===== config.mk =====
export PLATFORM = sky130hd
export DESIGN_NAME = risc16_mc_core_flat
export DESIGN_NICKNAME = d
export VERILOG_FILES = /design/src/rtl/risc16_mc_core_if.sv /design/src/rtl/risc16_mc_core.sv /design/src/flat_wrapper.sv
export SDC_FILE = /design/constraint.sdc
export NUM_CORES = 1
export LEC_CHECK = 0
export ABC_AREA = 0
export CAP_MARGIN = 20
export CORE_MARGIN = 4
export CORE_UTILIZATION = 58
export CTS_BUF_LIST = sky130_fd_sc_hd__clkbuf_16
export CTS_CLUSTER_SIZE = 14
export DETAILED_ROUTE_END_ITERATION = 8
export PLACE_DENSITY = 0.82
export SYNTH_ARGS = -nofsm -noshare
export SYNTH_HDL_FRONTEND = slang
export SYNTH_SLANG_ARGS = --single-unit

===== constraint.sdc =====
create_clock -name clk -period 5.3 [get_ports clk]
set_clock_uncertainty 0.05 [all_clocks]
set_input_delay 0.795 -clock clk [delete_from_list [all_inputs] [get_ports clk]]
set_output_delay 0.795 -clock clk [all_outputs]
set_load 0.01 [all_outputs]

===== src/rtl/risc16_mc_core_if.sv =====
// Memory bus between the RiSC-16 multi-cycle core (master) and a memory model or bridge (slave).
// An access completes on the rising edge where mem_req and mem_ready are both high.
interface risc16_mc_core_if #(
  parameter int ADDR_W = 16
);
  logic              mem_req;
  logic              mem_we;
  logic [ADDR_W-1:0] mem_addr;
  logic [15:0]       mem_wdata;
  logic [15:0]       mem_rdata;
  logic              mem_ready;

  modport master (
    output mem_req, mem_we, mem_addr, mem_wdata,
    input  mem_rdata, mem_ready
  );

  modport slave (
    input  mem_req, mem_we, mem_addr, mem_wdata,
    output mem_rdata, mem_ready
  );
endinterface


===== src/rtl/risc16_mc_core.sv =====
// Multi-cycle RiSC-16 core: FETCH -> EXEC -> (MEM ->) FETCH over a wait-state capable memory bus.
// Define RISC16_PERF_EN to build the instret/cycles counters; otherwise both read as 0.
module risc16_mc_core #(
  parameter int                ADDR_W   = 16,
  parameter logic [ADDR_W-1:0] RESET_PC = '0
) (
  input  logic                clk,
  input  logic                rst_n,
  risc16_mc_core_if.master    mem,
  output logic                halted,
  output logic [ADDR_W-1:0]   pc_o,
  input  logic [2:0]          dbg_sel,
  output logic [15:0]         dbg_data,
  output logic [31:0]         instret,
  output logic [31:0]         cycles
);
  localparam logic [15:0] HALT_IR = 16'hE071;

  typedef enum logic [1:0] {S_FETCH, S_EXEC, S_MEM, S_HALT} state_t;
  typedef enum logic [2:0] {
    OP_ADD, OP_ADDI, OP_NAND, OP_LUI, OP_SW, OP_LW, OP_BEQ, OP_JALR
  } op_t;

  state_t state, state_nxt;

  logic [15:0]       ir;
  logic [15:0]       rf [8];
  logic [ADDR_W-1:0] pc, ea, pc_inc, pc_nxt;
  op_t               op;
  logic [2:0]        ra, rb, rc;
  logic [15:0]       va, vb, vc, ea_calc;
  logic signed [15:0] simm;

  logic              ir_ld, ea_ld, pc_we, rf_we;
  logic [2:0]        rf_wa;
  logic [15:0]       rf_wd;
  logic              bus_req, bus_we;
  logic [ADDR_W-1:0] bus_addr;
  logic [15:0]       bus_wdata;

  function automatic logic signed [15:0] sext7(input logic [6:0] v);
    return {{9{v[6]}}, v};
  endfunction

  assign op      = op_t'(ir[15:13]);
  assign ra      = ir[12:10];
  assign rb      = ir[9:7];
  assign rc      = ir[2:0];
  assign simm    = sext7(ir[6:0]);
  assign va      = (ra == 3'd0) ? 16'h0000 : rf[ra];
  assign vb      = (rb == 3'd0) ? 16'h0000 : rf[rb];
  assign vc      = (rc == 3'd0) ? 16'h0000 : rf[rc];
  assign ea_calc = vb + simm;
  assign pc_inc  = pc + 1'b1;

  always_ff @(posedge clk or negedge rst_n) begin
    if (!rst_n) state <= S_FETCH;
    else        state <= state_nxt;
  end

  always_comb begin
    state_nxt = state;
    bus_req   = 1'b0;
    bus_we    = 1'b0;
    bus_addr  = '0;
    bus_wdata = '0;
    ir_ld     = 1'b0;
    ea_ld     = 1'b0;
    pc_we     = 1'b0;
    pc_nxt    = pc_inc;
    rf_we     = 1'b0;
    rf_wa     = ra;
    rf_wd     = '0;
    unique case (state)
      S_FETCH: begin
        bus_req  = 1'b1;
        bus_addr = pc;
        if (mem.mem_ready) begin
          ir_ld     = 1'b1;
          state_nxt = S_EXEC;
        end
      end
      S_EXEC: begin
        // HALT leaves pc on its own address so pc_o identifies where the core stopped
        if (ir == HALT_IR) begin
          state_nxt = S_HALT;
        end else begin
          state_nxt = S_FETCH;
          pc_we     = 1'b1;
          unique case (op)
            OP_ADD:  begin rf_we = 1'b1; rf_wd = vb + vc; end
            OP_ADDI: begin rf_we = 1'b1; rf_wd = vb + simm; end
            OP_NAND: begin rf_we = 1'b1; rf_wd = ~(vb & vc); end
            OP_LUI:  begin rf_we = 1'b1; rf_wd = {ir[9:0], 6'b0}; end
            OP_SW, OP_LW: begin
              pc_we     = 1'b0;
              ea_ld     = 1'b1;
              state_nxt = S_MEM;
            end
            OP_BEQ: begin
              if (va == vb) pc_nxt = pc_inc + simm[ADDR_W-1:0];
            end
            OP_JALR: begin
              rf_we  = 1'b1;
              rf_wd  = 16'(pc_inc);
              pc_nxt = vb[ADDR_W-1:0];
            end
          endcase
        end
      end
      S_MEM: begin
        bus_req   = 1'b1;
        bus_we    = (op == OP_SW);
        bus_addr  = ea;
        bus_wdata = va;
        if (mem.mem_ready) begin
          pc_we     = 1'b1;
          state_nxt = S_FETCH;
          if (op == OP_LW) begin
            rf_we = 1'b1;
            rf_wd = mem.mem_rdata;
          end
        end
      end
      S_HALT: ;
    endcase
  end

  always_ff @(posedge clk or negedge rst_n) begin
    if (!rst_n) begin
      pc <= RESET_PC;
      ir <= '0;
      ea <= '0;
      for (int i = 0; i < 8; i++) rf[i] <= '0;
    end else begin
      if (ir_ld) ir <= mem.mem_rdata;
      if (ea_ld) ea <= ea_calc[ADDR_W-1:0];
      if (pc_we) pc <= pc_nxt;
      if (rf_we && rf_wa != 3'd0) rf[rf_wa] <= rf_wd;
    end
  end

  // Bus outputs are forced low while rst_n is asserted so a pending access drops at once
  assign mem.mem_req   = rst_n & bus_req;
  assign mem.mem_we    = rst_n & bus_we;
  assign mem.mem_addr  = rst_n ? bus_addr  : '0;
  assign mem.mem_wdata = rst_n ? bus_wdata : '0;

  assign halted   = (state == S_HALT);
  assign pc_o     = pc;
  assign dbg_data = (dbg_sel == 3'd0) ? 16'h0000 : rf[dbg_sel];

`ifdef RISC16_PERF_EN
  logic        retire;
  logic [31:0] instret_q, cycles_q;

  assign retire = (state == S_EXEC && ir != HALT_IR && op != OP_SW && op != OP_LW) ||
                  (state == S_MEM && mem.mem_ready);

  always_ff @(posedge clk or negedge rst_n) begin
    if (!rst_n) begin
      instret_q <= '0;
      cycles_q  <= '0;
    end else begin
      if (retire)            instret_q <= instret_q + 32'd1;
      if (state != S_HALT)   cycles_q  <= cycles_q + 32'd1;
    end
  end

  assign instret = instret_q;
  assign cycles  = cycles_q;
`else
  assign instret = '0;
  assign cycles  = '0;
`endif
endmodule


===== src/flat_wrapper.sv =====
// flat-port wrapper written by rule: the top's interface ports become plain ports
module risc16_mc_core_flat 
#(
  parameter int                ADDR_W   = 16,
  parameter logic [ADDR_W-1:0] RESET_PC = '0
)
  (clk, rst_n, halted, pc_o, dbg_sel, dbg_data, instret, cycles, mem_mem_req, mem_mem_we, mem_mem_addr, mem_mem_wdata, mem_mem_rdata, mem_mem_ready);
  risc16_mc_core_if #(.ADDR_W(ADDR_W)) mem_i ();
  input  logic clk;
  input  logic rst_n;
  output logic halted;
  output logic [ADDR_W-1:0] pc_o;
  input  logic [2:0] dbg_sel;
  output logic [15:0] dbg_data;
  output logic [31:0] instret;
  output logic [31:0] cycles;
  output wire logic [$bits(mem_i.mem_req)-1:0] mem_mem_req;
  output wire logic [$bits(mem_i.mem_we)-1:0] mem_mem_we;
  output wire logic [$bits(mem_i.mem_addr)-1:0] mem_mem_addr;
  output wire logic [$bits(mem_i.mem_wdata)-1:0] mem_mem_wdata;
  input wire logic [$bits(mem_i.mem_rdata)-1:0] mem_mem_rdata;
  input wire logic [$bits(mem_i.mem_ready)-1:0] mem_mem_ready;
  assign mem_mem_req = mem_i.mem_req;
  assign mem_mem_we = mem_i.mem_we;
  assign mem_mem_addr = mem_i.mem_addr;
  assign mem_mem_wdata = mem_i.mem_wdata;
  assign mem_i.mem_rdata = mem_mem_rdata;
  assign mem_i.mem_ready = mem_mem_ready;
  risc16_mc_core #(.ADDR_W(ADDR_W), .RESET_PC(RESET_PC)) u_core (.clk(clk), .rst_n(rst_n), .mem(mem_i), .halted(halted), .pc_o(pc_o), .dbg_sel(dbg_sel), .dbg_data(dbg_data), .instret(instret), .cycles(cycles));
endmodule

# --- Word level (Yosys, flattened, before mapping) ---
# Cells that the tools add are included.
# W data, S select, Z words.
word_totals:
  ff_bits: 178
  inputBits: 22
  output_inout_bits: 131
  word_cells: 109
classes:
  n_addsub: 4
  order_cmp: 5
  eq_ne: 14
  muxes: 52
  bitwise_logic: 8
  reduce_logical: 14
op_table:
  columns: ["op", "n"]
  rows:
  - ["$mux W16", 22]
  - ["$bmux W16 S3", 4]
  - ["$bwmux W128", 1]
  - ["$pmux W16 S2", 3]
  - ["$pmux W16 S5", 1]
  - ["$add A16 B16 Y16", 3]
  - ["$demux W16 S3", 1]
  - ["$add A16 B1 Y16 const B", 1]
  - ["$and A16 B16 Y16", 1]
  - ["$eq A16 B16 Y1", 1]
  - ["$eq A16 B16 Y1 const B", 1]
  - ["$ge A4 B4 Y1 const B", 4]
  - ["$not A16 Y16", 1]
  - ["$not A3 Y4", 4]
  - ["$logic_not A3 Y1", 5]
  - ["$mux W1", 13]
  - ["$eq A3 B3 Y1 const B", 4]
  - ["$mux W2", 4]
  - ["$eq A3 B2 Y1 const B", 2]
  - ["$pmux W2 S3", 1]
  - ["$reduce_bool A3 Y1", 2]
  - ["$reduce_or A5 Y1", 1]
  - ["$eq A2 B2 Y1 const B", 2]
  - ["$lt A4 B1 Y1 const B", 1]
  - ["other kinds (9)", 14]

# --- Logic depth before layout (Yosys ltp) ---
logic_depth:
  depth_word: 11
  depth_mapped: 18
  depth_no_buf: 15

# --- Worst setup path before layout ---
# Ideal clock, no wire load.
synth_timing:
  path_kind: "register to register"
  startpoint: "reg u_core.ir[0]"
  endpoint: "reg u_core.rf[104] in the netlist's numbering"
  setup_time_ns: 0.137
  arrival_ns: 4.357
  required_ns: 5.113
  slack_ns: 0.756
  stages_incl_launch_ff: 17
  n_path_buf: 2
  period_less_slack_ns: 4.544
  path_cell_list: "dfrtp_1 > clkbuf_1 > buf_1 > mux4_2 > nand2_1 > o21ai_0 > ha_1 > fa_1 > a211oi_1 > o21bai_1 > a21o_1 > a21oi_1 > mux2i_1 > a2111oi_0 > o21ai_0 > a22oi_1 > o21ai_0"
synth_via:
  elab_chain_cells: 11
  word_cells_on_any_way: 18
  classes_between: "add/sub: 2; eq/ne: 1; mux: 10; bitwise: 3; reduce/logical: 2"
synth_lines:
  columns: ["item", "line_no", "rtl"]
  rows:
  - ["from (decl)", "risc16_mc_core.sv:26", "logic [15:0] ir;"]
  - ["from (signal assigned)", "risc16_mc_core.sv:136", "if (ir_ld) ir <= mem.mem_rdata;"]
  - ["parallel branches: the longest is 11 deep, another holds $add A16 B16 Y16", null, null]
  - ["to (signal, indexed assignment)", "risc16_mc_core.sv:139", "if (rf_we && rf_wa != 3'd0) rf[rf_wa] <= rf_wd;"]
  - ["to (decl)", "risc16_mc_core.sv:27", "logic [15:0] rf [8];"]
# Parallel ways; which one is timed is not known. The select of a mux whose other input is x is not followed.
# A chain may end at the register's enable or synchronous reset.

# --- Worst setup path after layout ---
layout_timing:
  startpoint: "reg u_core.ir[7]"
  endpoint: "reg u_core.rf[60] in the netlist's numbering"
layout_via:
  elab_chain_cells: 11
  word_cells_on_any_way: 18
  classes_between: "add/sub: 2; eq/ne: 1; mux: 10; bitwise: 3; reduce/logical: 2"
layout_lines:
  columns: ["item"]
  rows:
  - ["parallel branches: the longest is 11 deep, another holds $add A16 B16 Y16"]
# Parallel ways; which one is timed is not known. The select of a mux whose other input is x is not followed.

==> flow_metrics.env <==
export IMPL_cts_sinks=162
export IMPL_cts_made_buffers=17
export IMPL_timing_final_crit_share_pct=92.3
export IMPL_place_area_um2=15300
export IMPL_dp_cells=1962
export IMPL_tns_ns=0
export IMPL_insertion_delay_ns=0.44
export IMPL_worstReg2RegEnd="u_core.rf[60]"
export IMPL_nFillCells=1997
export IMPL_crit_path_top_delay_cell="nor2b_2"
export IMPL_finalCriticalPeriod_ns=4.89
export IMPL_ir_drop_v=0.000169
export IMPL_antenna_found_initial=0
export IMPL_synth_top_area_cell="dfrtp_1"
export IMPL_syn_to_final_growth_pct=11.5
export IMPL_cts_buffer_depth=2
export IMPL_cpPeakStageDelay_ns=0.49
export IMPL_synth_common_cells="174 x nand2_1, 167 x o21ai_0, 162 x dfrtp_1, 84 x a21oi_1, 82 x mux2_2"
export IMPL_viasPerCell=6.95
export IMPL_min_path_type="input port to async pin"
export IMPL_synth_distinct_cells=84
export IMPL_grt_pass1_vias=13002
export IMPL_ant_nets=0
export IMPL_path_clk_slew_ns=0.08
export IMPL_vias=13849
export IMPL_finish_utilization_pct=65.5
export IMPL_cap_violations=0
export IMPL_cts_tree="built"
export IMPL_groute_usage_overall_pct=36.3
export IMPL_hold_violations=0
export IMPL_cp_cell_sequence="buf_4, nor2b_2, a221oi_1, or2_2, inv_1, ha_1, a211oi_1, o21ai_0, a31oi_1, o21ai_0, a2111oi_0, buf_4, or4_1, a31oi_1, a21oi_1, o21ai_0"
export IMPL_gp_congestion=0.979
export IMPL_status="completed"
export IMPL_dp_hpwl_um=36200
export IMPL_grt_max_degree=74
export IMPL_tightest_slew_ns=1.03
export IMPL_fin_nets=1733
export IMPL_grt_pass1_wl_um=75500
export IMPL_postCtsSetupRepairBufs=0
export IMPL_drive_above_1_share_pct=14.5
export IMPL_core_area_um2=24200
export IMPL_seq_area_frac_synth_pct=28.4
export IMPL_synth_edf_count=0
export IMPL_fin_area_um2=15900
export IMPL_critPathRequiredTime_ns=5.54
export IMPL_route_final_wire_length_um=49500
export IMPL_dr_pass1_iters=6
export IMPL_drt_iter0_drc=2033
export IMPL_die_w_um=165
export IMPL_cts_htree_levels=4
export IMPL_die_h_um=165
export IMPL_io_pins=153
export IMPL_synthMostInstantiatedCell="nand2_1"
export IMPL_timing_hold_ws_ns=0.200
export IMPL_critPathLaunchType="flop"
export IMPL_arrival_ns=5.13
export IMPL_crit_end="u_core.rf[60]"
export IMPL_p_leak_nw=6.53
export IMPL_ys_warnings_count=0
export IMPL_critPathKind="flop to flop"
export IMPL_port_buffers=88
export IMPL_synthFlopType="dfrtp_1"
export IMPL_synth_seq_cells=162
export IMPL_synth_async_reset_ratio_pct=100
export IMPL_synth_area_leaders="dfrtp_1 28%, mux2_2 6.5%, mux4_2 6.5%"
export IMPL_power_density_nw_per_um2=168
export IMPL_clock_fmax_mhz=204
export IMPL_synth_top_cell_area_share_pct=28.4
export IMPL_syn_area_um2=14300
export IMPL_syn_avg_cell_area_um2=8.91
export IMPL_cp_startpoint="u_core.ir[7]"
export IMPL_diodes=0
export IMPL_synthCells=1600
export IMPL_clockRootBuffer="clkbuf_16"
export IMPL_rows=57
export IMPL_grt_setup_unrepaired="no"
export IMPL_maxSlewViolCount=0
export IMPL_r2r_start="u_core.ir[7]"
export IMPL_setup_viol=0
export IMPL_start_util_pct=58.8
export IMPL_dieArea_um2=27100
export IMPL_end_kind="flop"
export IMPL_instances_no_fill=1994
export IMPL_reg2reg_depth=16
export IMPL_r2r_slack_ns=0.41
export IMPL_drc=0
export IMPL_detail_route_wl_per_cell_um=24.8
export IMPL_path_common_cell="o21ai_0"
export IMPL_worstPathMaxFanout=18
export IMPL_max_slew_margin_pct=31.2
export IMPL_gr_total_overflow=0
==> timing repair <==
| item | in CTS | in global routing |
|---|---|---|
| resized for setup | 0 | 1 |
| hold buffers | 0 | 0 |
| hold endpoints to repair | 0 | 0 |
| setup endpoints to repair | 0 | 3 |
==> report_power, final <==
group	leakage [nW]	switching (mW)	internal [mW]
Clock	0.295	0.602	0.712
Sequential	2.24	0	1.24
Combinational	3.99	0.0855	0.0385
==> placed cells by master (no fill, tap or decap), types with 5 or more instances in the layout <==
cell	instances
a22oi_1	27
o211ai_1	7
o21ai_0	167
and3_1	12
conb_1	64
dfrtp_1	159
a21o_1	10
o22ai_1	9
nand4_1	9
o221ai_1	5
a211oi_1	11
a21oi_1	84
nor2_1	75
clkbuf_16	17
o21a_1	9
nand2b_1	17
nor2b_1	15
xnor2_1	29
a31oi_1	12
a22o_1	20
o31ai_1	23
buf_4	62
mux2_2	82
and2_1	14
nand3_1	28
a221oi_1	55
or3_1	7
mux2i_1	64
o21bai_1	6
xor2_1	29
ha_1	51
inv_1	57
nor3_1	18
nand2_1	174
mux4_2	41
clkdlybuf4s50_1	86
==> critical path, delay by kind of cell (launching register included) <==
kind	cells	cell delay [ns]
AO/OA/AOI/OAI	9	2.42
AND/OR/NAND/NOR	3	0.93
buffers and inverters	3	0.64
flip-flops	1	0.44
adder cells (fa/ha/maj)	1	0.28
==> metrics by stage <==
| step | setup WS (ns) | power [mW] |
|---|---|---|
| CTS | 0.348 | 2.68 |
| detailed placement | 0.429 | 1.38 |
| finish | 0.408 | 2.67 |
| global route | 0.161 | 2.74 |
| floorplan | 0.756 | 1.35 |
| global placement | 0.461 | 1.38 |
==> area by class of cell <==
class,instances,area (um^2),share of cell area (%)
Multi-Input combinational cell,1266,9210,58.0
Sequential cell,162,4060,25.5
Timing Repair Buffer,153,1400,8.83
Clock buffer,17,425,2.68
Tap cell,324,405,2.55
Inverter,57,214,1.35
Clock inverter,15,173,1.09
==> state kept, by name, summed over array words and instances (netlist names) <==
register / flops
u_core.state: 2
u_core.ir: 16
u_core.pc_o: 16
u_core.ea: 16
u_core.rf: 112
==> how the worst min path moves through the flow <==
stage	to	startpoint	cells past startpoint	slack, ns
finish	u_core.ir[15]	rst_n	1	0.20
global placement	u_core.ea[5]	u_core.ea[5]	2	0.42
global route	u_core.rf[78]	rst_n	1	0.22
CTS	u_core.ir[15]	rst_n	1	0.21
floorplan	u_core.ea[12]	u_core.ea[12]	1	0.40
detailed placement	u_core.ea[5]	u_core.ea[5]	2	0.43
==> layer usage <==
metal	GRT usage [%]	vias to the layer above	part of all wire (%)
met5	0	-	0
met4	17.0	0	5.0
met3	8.14	199	12
met2	55.0	1046	44
met1	49.7	6638	39
li1	-	5966	-
==> logic make-up after synthesis <==
group	Yosys count	share of synthesized area, %
adders and majority gates	54	4.90
buffers and inverters	235	8.70
muxes	188	17.5
AOI/OAI and AO/OA	503	23.5
DFF	162	28.4
and+or+nand+nor	399	13.3
other	1	0.0263
xor gates and xnor gates	58	3.56
Note: power is estimated with default switching activity, not from simulation.
